===== config.mk =====
export PLATFORM = sky130hd
export DESIGN_NAME = hpdmc_wrdata
export DESIGN_NICKNAME = d
export VERILOG_FILES = /design/src/rtl/hpdmc_wrdata.sv
export SDC_FILE = /design/constraint.sdc
export NUM_CORES = 1
export LEC_CHECK = 0
export ABC_AREA = 1
export BUFFER_PORTS_ARGS = -buffer_cell sky130_fd_sc_hd__buf_2
export CORE_MARGIN = 3
export CORE_UTILIZATION = 30
export DETAILED_ROUTE_END_ITERATION = 7
export MAX_ROUTING_LAYER = met4
export PLACE_DENSITY = 0.62
export REMOVE_ABC_BUFFERS = 1
export SLEW_MARGIN = 10
export SYNTH_ARGS = -nofsm -noshare
export SYNTH_HDL_FRONTEND = slang
export SYNTH_SLANG_ARGS = --single-unit

===== constraint.sdc =====
create_clock -name clk_sys_i -period 1.7 [get_ports clk_sys_i]
set_input_delay 0.425 -clock clk_sys_i [delete_from_list [all_inputs] [get_ports clk_sys_i]]
set_output_delay 0.425 -clock clk_sys_i [all_outputs]
set_load 0.01 [all_outputs]

===== src/rtl/hpdmc_wrdata.sv =====
// hpdmc_wrdata: DDR write-data sequencer (latency wait, preamble, beats, postamble).
// Optional HPDMC_WRDATA_UNDERRUN_CHECK_EN masks and flags FIFO-starved beats.
module hpdmc_wrdata #(
  parameter int WL    = 2,
  parameter int BURST = 4
) (
  input  logic        clk_sys_i,
  input  logic        rst_n_i,
  input  logic        wr_start_i,
  output logic        busy_o,
  input  logic [63:0] wdat_i,
  input  logic [7:0]  wmask_i,
  input  logic        wvalid_i,
  output logic        wready_o,
  output logic [31:0] d0_o,
  output logic [31:0] d1_o,
  output logic [3:0]  dm0_o,
  output logic [3:0]  dm1_o,
  output logic        dq_oe_o,
  output logic        dqs_oe_o,
  output logic        dqs_en_o,
  input  logic        err_clr_i,
  output logic        underrun_o,
  output logic        proto_err_o
);

  localparam logic [2:0] S_IDLE = 3'd0;
  localparam logic [2:0] S_WAIT = 3'd1;
  localparam logic [2:0] S_PRE  = 3'd2;
  localparam logic [2:0] S_DATA = 3'd3;
  localparam logic [2:0] S_POST = 3'd4;

  localparam logic [3:0] LAT_LD  = 4'(WL - 1);
  localparam logic [4:0] BEAT_LD = 5'(BURST);

  logic [2:0] state;
  logic [2:0] state_nxt;
  logic [3:0] lat;
  logic [3:0] lat_nxt;
  logic [4:0] beat;
  logic [4:0] beat_nxt;
  logic       starve;

`ifdef HPDMC_WRDATA_UNDERRUN_CHECK_EN
  assign starve = wready_o & ~wvalid_i;
`else
  logic unused_wvalid;
  assign unused_wvalid = wvalid_i;
  assign starve = 1'b0;
`endif

  always_comb begin
    state_nxt = state;
    lat_nxt   = lat;
    beat_nxt  = beat;
    unique case (state)
      S_IDLE: begin
        if (wr_start_i) begin
          lat_nxt   = LAT_LD;
          state_nxt = (WL == 1) ? S_PRE : S_WAIT;
        end
      end
      S_WAIT: begin
        if (lat <= 4'd1) state_nxt = S_PRE;
        else lat_nxt = lat - 4'd1;
      end
      S_PRE: begin
        state_nxt = S_DATA;
        beat_nxt  = BEAT_LD;
      end
      S_DATA: begin
        beat_nxt = beat - 5'd1;
        if (beat <= 5'd1) state_nxt = S_POST;
      end
      S_POST: begin
        state_nxt = S_IDLE;
      end
      default: begin
        state_nxt = S_IDLE;
      end
    endcase
  end

  always_ff @(posedge clk_sys_i or negedge rst_n_i) begin
    if (!rst_n_i) begin
      state <= S_IDLE;
      lat   <= '0;
      beat  <= '0;
    end else begin
      state <= state_nxt;
      lat   <= lat_nxt;
      beat  <= beat_nxt;
    end
  end

  // Controls are decoded from next state so every output leaves a flop.
  always_ff @(posedge clk_sys_i or negedge rst_n_i) begin
    if (!rst_n_i) begin
      busy_o   <= 1'b0;
      wready_o <= 1'b0;
      dqs_oe_o <= 1'b0;
      dqs_en_o <= 1'b0;
      dq_oe_o  <= 1'b0;
    end else begin
      busy_o   <= (state_nxt != S_IDLE);
      wready_o <= (state_nxt == S_PRE) |
                  ((state_nxt == S_DATA) & (beat_nxt > 5'd1));
      dqs_oe_o <= (state_nxt == S_PRE) |
                  (state_nxt == S_DATA) |
                  (state_nxt == S_POST);
      dqs_en_o <= (state_nxt == S_DATA);
      dq_oe_o  <= (state_nxt == S_DATA);
    end
  end

  // A fetch cycle is always followed by a DATA cycle.
  always_ff @(posedge clk_sys_i or negedge rst_n_i) begin
    if (!rst_n_i) begin
      d0_o  <= '0;
      d1_o  <= '0;
      dm0_o <= 4'hF;
      dm1_o <= 4'hF;
    end else if (wready_o & ~starve) begin
      d0_o  <= wdat_i[63:32];
      d1_o  <= wdat_i[31:0];
      dm0_o <= ~wmask_i[7:4];
      dm1_o <= ~wmask_i[3:0];
    end else begin
      d0_o  <= '0;
      d1_o  <= '0;
      dm0_o <= 4'hF;
      dm1_o <= 4'hF;
    end
  end

  always_ff @(posedge clk_sys_i or negedge rst_n_i) begin
    if (!rst_n_i) begin
      underrun_o  <= 1'b0;
      proto_err_o <= 1'b0;
    end else begin
      underrun_o  <= starve | (underrun_o & ~err_clr_i);
      proto_err_o <= (wr_start_i & busy_o) |
                     (proto_err_o & ~err_clr_i);
    end
  end

endmodule


==> results of run 1 <==
## through the flow
step / setup WS [ns] / setup TNS [ns] / hold slack (ns)
after floorplan: -0.0906 / -0.0906 / 0.129
after global placement: 0.295 / 0 / 0.274
after detailed placement: 0.246 / 0 / 0.275
after CTS: 0.204 / 0 / 0.163
after global routing: 0.0423 / 0 / 0.169
final: 0.222 / 0 / 0.191
## kinds of logic (layout without fill, tap and decap cells)
family                   count (synthesis)  in the layout  synth area share (%)
AND/OR/NAND/NOR                        125            125                  16.0
buffers and inverters                   97            263                  11.3
flip-flops                              90             90                  69.1
AO/OA/AOI/OAI                           10             10                  2.07
adder cells (fa/ha/maj)                  4              4                  1.53
## power by group through the flow
| stage | sequential (mW) | clock (mW) | combinational, mW |
|---|---|---|---|
| 3_5_place_dp | 3.04 | 0 | 2.33 |
| 3_3_place_gp | 3.02 | 0 | 2.27 |
| 6_report | 2.99 | 1.61 | 2.27 |
| 4_1_cts | 3.00 | 1.69 | 2.34 |
| 2_1_floorplan | 3.46 | 0 | 0.892 |
| 5_1_grt | 3.07 | 1.77 | 2.57 |
## flip-flops by register name, indices dropped and copies added (netlist names)
signal,flops
beat,5
busy_o,1
d0_o,32
d1_o,32
dm0_o,4
dm1_o,4
dqs_en_o,1
dqs_oe_o,1
lat,4
proto_err_o,1
state,3
underrun_o,1
wready_o,1
## per-layer routing
layer	track usage, %	up-vias	routed length (microns)
met5	-	-	0
met4	5.25	0	125
met3	4.66	10	542
met2	20.8	90	3620
met1	14.7	1161	3090
li1	-	1236	-
## worst max-delay path: cells and delay by family (launching register included)
kind                       cells  cell delay, ns
and+or+nand+nor                5            0.70
DFF                            1            0.39
adders and majority gates      1            0.16
buffers and inverters          2            0.17
## final timing paths
check | startpoint | endpoint | depth (start not counted)
max in group asynchronous | rst_n_i | dm1_o[0] | 3
min | wmask_i[2] | dm1_o[2] | 2
min reg2reg | underrun_o | underrun_o | 2
max | lat[0] | wready_o | 8
min in group asynchronous | rst_n_i | busy_o | 2
max reg2reg | lat[0] | wready_o | 8
## Yosys cell counts (all sizes together)
cell / count / area (sq um)
nand2: 94 / 363
inv: 88 / 330
dfrtp: 82 / 2050
nor2: 18 / 87.6
dfstp: 8 / 210
clkbuf: 7 / 26.3
nand3: 6 / 30.0
o21ai: 6 / 30.0
ha: 4 / 50.1
a21oi: 3 / 30.0
nor3: 3 / 15.0
buf: 2 / 12.5
nand4: 2 / 12.5
nor3b: 2 / 15.0
o21bai: 1 / 7.51
## cell type report
cell class | instances | area share (%)
multi-input cells | 139 | 14.3
clock buffers | 10 | 3.08
clock inverters | 6 | 2.02
well taps | 136 | 3.81
flip-flops and latches | 90 | 50.6
inverters | 88 | 7.39
repair buffers | 159 | 18.8
## timing repair
item	4_1_cts	5_1_grt
resized for setup	0	0
hold endpoints to repair	8	0
setup buffers	0	0
hold buffers	1	0
==> reports/results.tsv, run 1 <==
metric	value	unit
Finish-stage setup viols	0	
Psw	2.41	mW
Critical Path Sink Type	flip-flop	
Pwr per Cell Area	1540	nW/um^2
critical path type	reg -> reg	
first-pass GRT wire length	12.3	mm
Placed Instance Area	4230	sq um
Clock Path Buffers	2	
CTS Buf Count	9	
Initial DRT Pass Iterations	4	
Layout Skew	0.0122	ns
CTS clk-pin slew, worst paths	0.09	ns
proportion of layout cells with a drive suffix above 1	39.6	%
final WL	7.37	mm
WL/cell	11.7	microns
vias in the first global route	2684	
Slew @ Worst Pin	0.373	ns
multi-input logic area	641	sq um
Post-Syn Area	3270	sq um
Synth Warn #	0	
num ports	156	
Site Rows	37	
min Tclk post-route	1.48	ns
Avg Synthesized Cell Area	10.0	sq um
insertion delay to the later sink of the worst-skew pair	0.35	ns
Final Slew Violations	0	
Cell Chain, Critical Path	inv_1, ha_1, inv_1, nand2_1, nand2_1, nor3_1, nor2_4, nor2_1	
total core area	10500	sq um
RSZ-0062 raised after global routing	no	
CTS tree	built	
leading cell types in the layout, fill and taps excluded	buf_2 (153), nand2_1 (90), inv_1 (86)	
clock share of power	23.5	%
Die X	110	microns
crit-path max cell delay	0.39	ns
fin crit share	86.9	%
Root Driver	clkbuf_8	
Gate power share	33.0	%
Reg power frac	43.5	%
startpoint types	flip-flop	
Synth Register Bits	90	
Distinct cells, synth	23	
Initial Util	31.3	%
H-tree Lvls	3	
total grt overflow	0	
Worst slew margin	75.1	%
FF+latch area	2260	sq um
PortBufs	154	
filler instances	1079	
Worst Path Arrival	1.76	ns
die height	110	microns
nets@finish	568	
Clock Sinks	90	
cells after synthesis	326	
initial antenna violation count	0	
Switching Fraction	35.0	%
slowest CP cell	dfrtp_1	
Initial DRC Count	56	
placed cell count	611	
Util after Layout	42.7	%
maximum VDD drop	630	uV
gp weighted congestion	0.773	
global-route total usage across every layer	12.9	%
Final ANT Viol Nets	0	
Design Area, Final	4470	sq um
Worst Path Required	1.98	ns
Final Hold Fails	0	
Pleak	2.81	nW
sequential share of the synthesized area	69.1	%
flop2flop setup slack	0.22	ns
pin count of the biggest net entering global routing	47	
Vias/cell	3.98	
total number of vias	2497	
Die Area	12200	sq um
post-route insts no fill	628	
Area growth syn-to-layout	36.6	%
Worst Path Max Fanout	4	
status	completed	
total internal power	4.47	mW
HP Class	in -> reg	
commonest non-fill, non-tap cell in the layout	buf_2	
Final Power	6.87	mW
Post-route DRC	0	
max-cap viol count	0	
post-detail-place hpwl	5.70	mm
FMAX	0.677	GHz
Inserted Diodes	0	
Note: power is estimated with default switching activity, not from simulation.
==> run 2, diff against run 1 <==
==> constraint.sdc (replaced) <==
create_clock -name clk_sys_i -period 1.7 [get_ports clk_sys_i]
set_input_delay 0.255 -clock clk_sys_i [delete_from_list [all_inputs] [get_ports clk_sys_i]]
set_output_delay 0.255 -clock clk_sys_i [all_outputs]
set_load 0.01 [all_outputs]
==> reports/results.tsv, run 2 (synthesis gave the netlist of run 1 again) <==
metric	value	unit	change
Worst Path Required	1.98	ns	about the same
Hold Crit Start	wmask_i[6]		
fin crit share	84.5	%	-2.5 points
proportion of layout cells with a drive suffix above 1	39.6	%	about the same
Final Slew Violations	0		unchanged
WL/cell	11.9	microns	+1.4%
post-detail-place hpwl	5.88	mm	+3.1%
Worst Reg-to-Reg Cells	8		unchanged
CTS clk-pin slew, worst paths	0.09	ns	about the same
crit-path max cell delay	0.39	ns	about the same
Initial DRT Pass Iterations	4		unchanged
num ports	156		unchanged
Root Driver	clkbuf_8		
Site Rows	37		unchanged
Slew @ Worst Pin	0.367	ns	-0.00635 ns
Worst Path Arrival	1.71	ns	-0.05 ns
vias in the first global route	2705		+0.78%
Worst Path Max Fanout	4		unchanged
Final Hold Fails	0		unchanged
Vias/cell	4.03		+1.2%
leading cell types in the layout, fill and taps excluded	buf_2 (153), nand2_1 (90), inv_1 (86)		
nets@finish	571		+0.53%
HP Class	in -> reg		
Die Area	12200	sq um	unchanged
crit path from	lat[0]		
max-cap viol count	0		unchanged
Worst slew margin	75.5	%	+0.42 points
insertion delay to the later sink of the worst-skew pair	0.35	ns	about the same
Cell Chain, Critical Path	inv_1, ha_1, inv_1, nand2_1, nand2_1, nor3_1, nor2_4, nor2_1		
pin count of the biggest net entering global routing	38		-19%
commonest non-fill, non-tap cell in the layout	buf_2		
Finish-stage setup viols	0		unchanged
Final WS setup	0.264	ns	+0.0420 ns
slowest CP cell	dfrtp_1		
first-pass GRT wire length	12.5	mm	+1.5%
total grt overflow	0		unchanged
Inserted Diodes	0		unchanged
die height	110	microns	unchanged
CTS tree	built		
status	completed		
Pleak	2.80	nW	-0.17%
worst slack, placed	0.275	ns	+0.0293 ns
FMAX	0.696	GHz	+2.9%
# resized after CTS	0		unchanged
instance count on the critical path	8		unchanged
initial antenna violation count	0		unchanged
Post-route DRC	0		unchanged
Critical Path Sink Type	flip-flop		
Area growth syn-to-layout	36.3	%	
Layout Skew	0.00830	ns	-0.00393 ns
final WL	7.51	mm	+1.9%
setup tns final	0	ns	unchanged
total number of vias	2540		+1.7%
critical path type	reg -> reg		
Design Area, Final	4460	sq um	-0.22%
H-tree Lvls	3		unchanged
gp weighted congestion	0.797		+3.2%
Pwr per Cell Area	1510	nW/um^2	-1.6%
Buffers & Inverters on Critical Path	2		unchanged
Clock Sinks	90		unchanged
Final ANT Viol Nets	0		unchanged
top flop regs	d0_o x32, d1_o x32, beat x5		
maximum VDD drop	594	uV	-5.8%
RR Startpoint	lat[0]		
PortBufs	154		unchanged
Clock Path Buffers	2		unchanged
largest delay contributor family on the critical path	simple AND/OR/NAND/NOR gates		
global-route total usage across every layer	13.2	%	+0.26 points
Setup Buffers After CTS	0		unchanged
Initial Util	31.3	%	unchanged
startpoint types	flip-flop		
Die X	110	microns	unchanged
RSZ-0062 raised after global routing	no		
hold depth	2		unchanged
Initial DRC Count	56		unchanged
min Tclk post-route	1.44	ns	-0.0420 ns
Placed Instance Area	4240	sq um	about the same
CTS Buf Count	9		unchanged
total core area	10500	sq um	unchanged
Util after Layout	42.6	%	-0.096 points
==> run 2: worst paths after layout <==
path	endpoint	slack [ns]
worst max register to register	wready_o	0.26
worst max-delay path	wready_o	0.26
min in group asynchronous	lat[1]	0.36
max in group asynchronous	dm1_o[0]	0.70
worst min-delay path	dm0_o[2]	0.03
worst min register to register	proto_err_o	0.49
==> run 2: per-layer routing <==
metal  global-route usage (%)  vias up  routed length, microns
met4                     5.34        0                     163
met5                        -        -                       0
met3                     4.88       14                     523
met2                     21.1       92                    3660
met1                     15.0     1190                    3160
li1                         -     1244                       -
==> run 2: cell type report <==
cell class | count | area (sq um)
flip-flops and latches | 90 | 2260
repair buffers | 162 | 851
well taps | 136 | 170
clock inverters | 4 | 50.0
inverters | 88 | 330
clock buffers | 12 | 155
fillers | 1082 | 6000
multi-input cells | 139 | 641
==> run 2: timing repair <==
item | CTS | global route
setup endpoints to repair | 0 | 0
endpoints found under the hold margin | 20 | 0
hold buffers | 2 | 0
==> run 2: power breakdown <==
part | leakage (nW) | total, mW | internal (mW) | switching (mW)
clock | 0.0986 | 1.48 | 0.758 | 0.718
combinational | 1.60 | 2.27 | 0.833 | 1.43
sequential | 1.11 | 3.01 | 2.78 | 0.232
total | 2.80 | 6.75 | 4.37 | 2.38
==> run 2: stage by stage <==
stage / std cells / hold WS, ns / power (mW)
floorplan: 317 / -0.0406 / 4.35
global placement: 613 / 0.201 / 5.31
detailed placement: 613 / 0.208 / 5.38
CTS: 631 / 0.00493 / 6.91
global route: 631 / 0.00382 / 7.31
finish: 631 / 0.0308 / 6.75
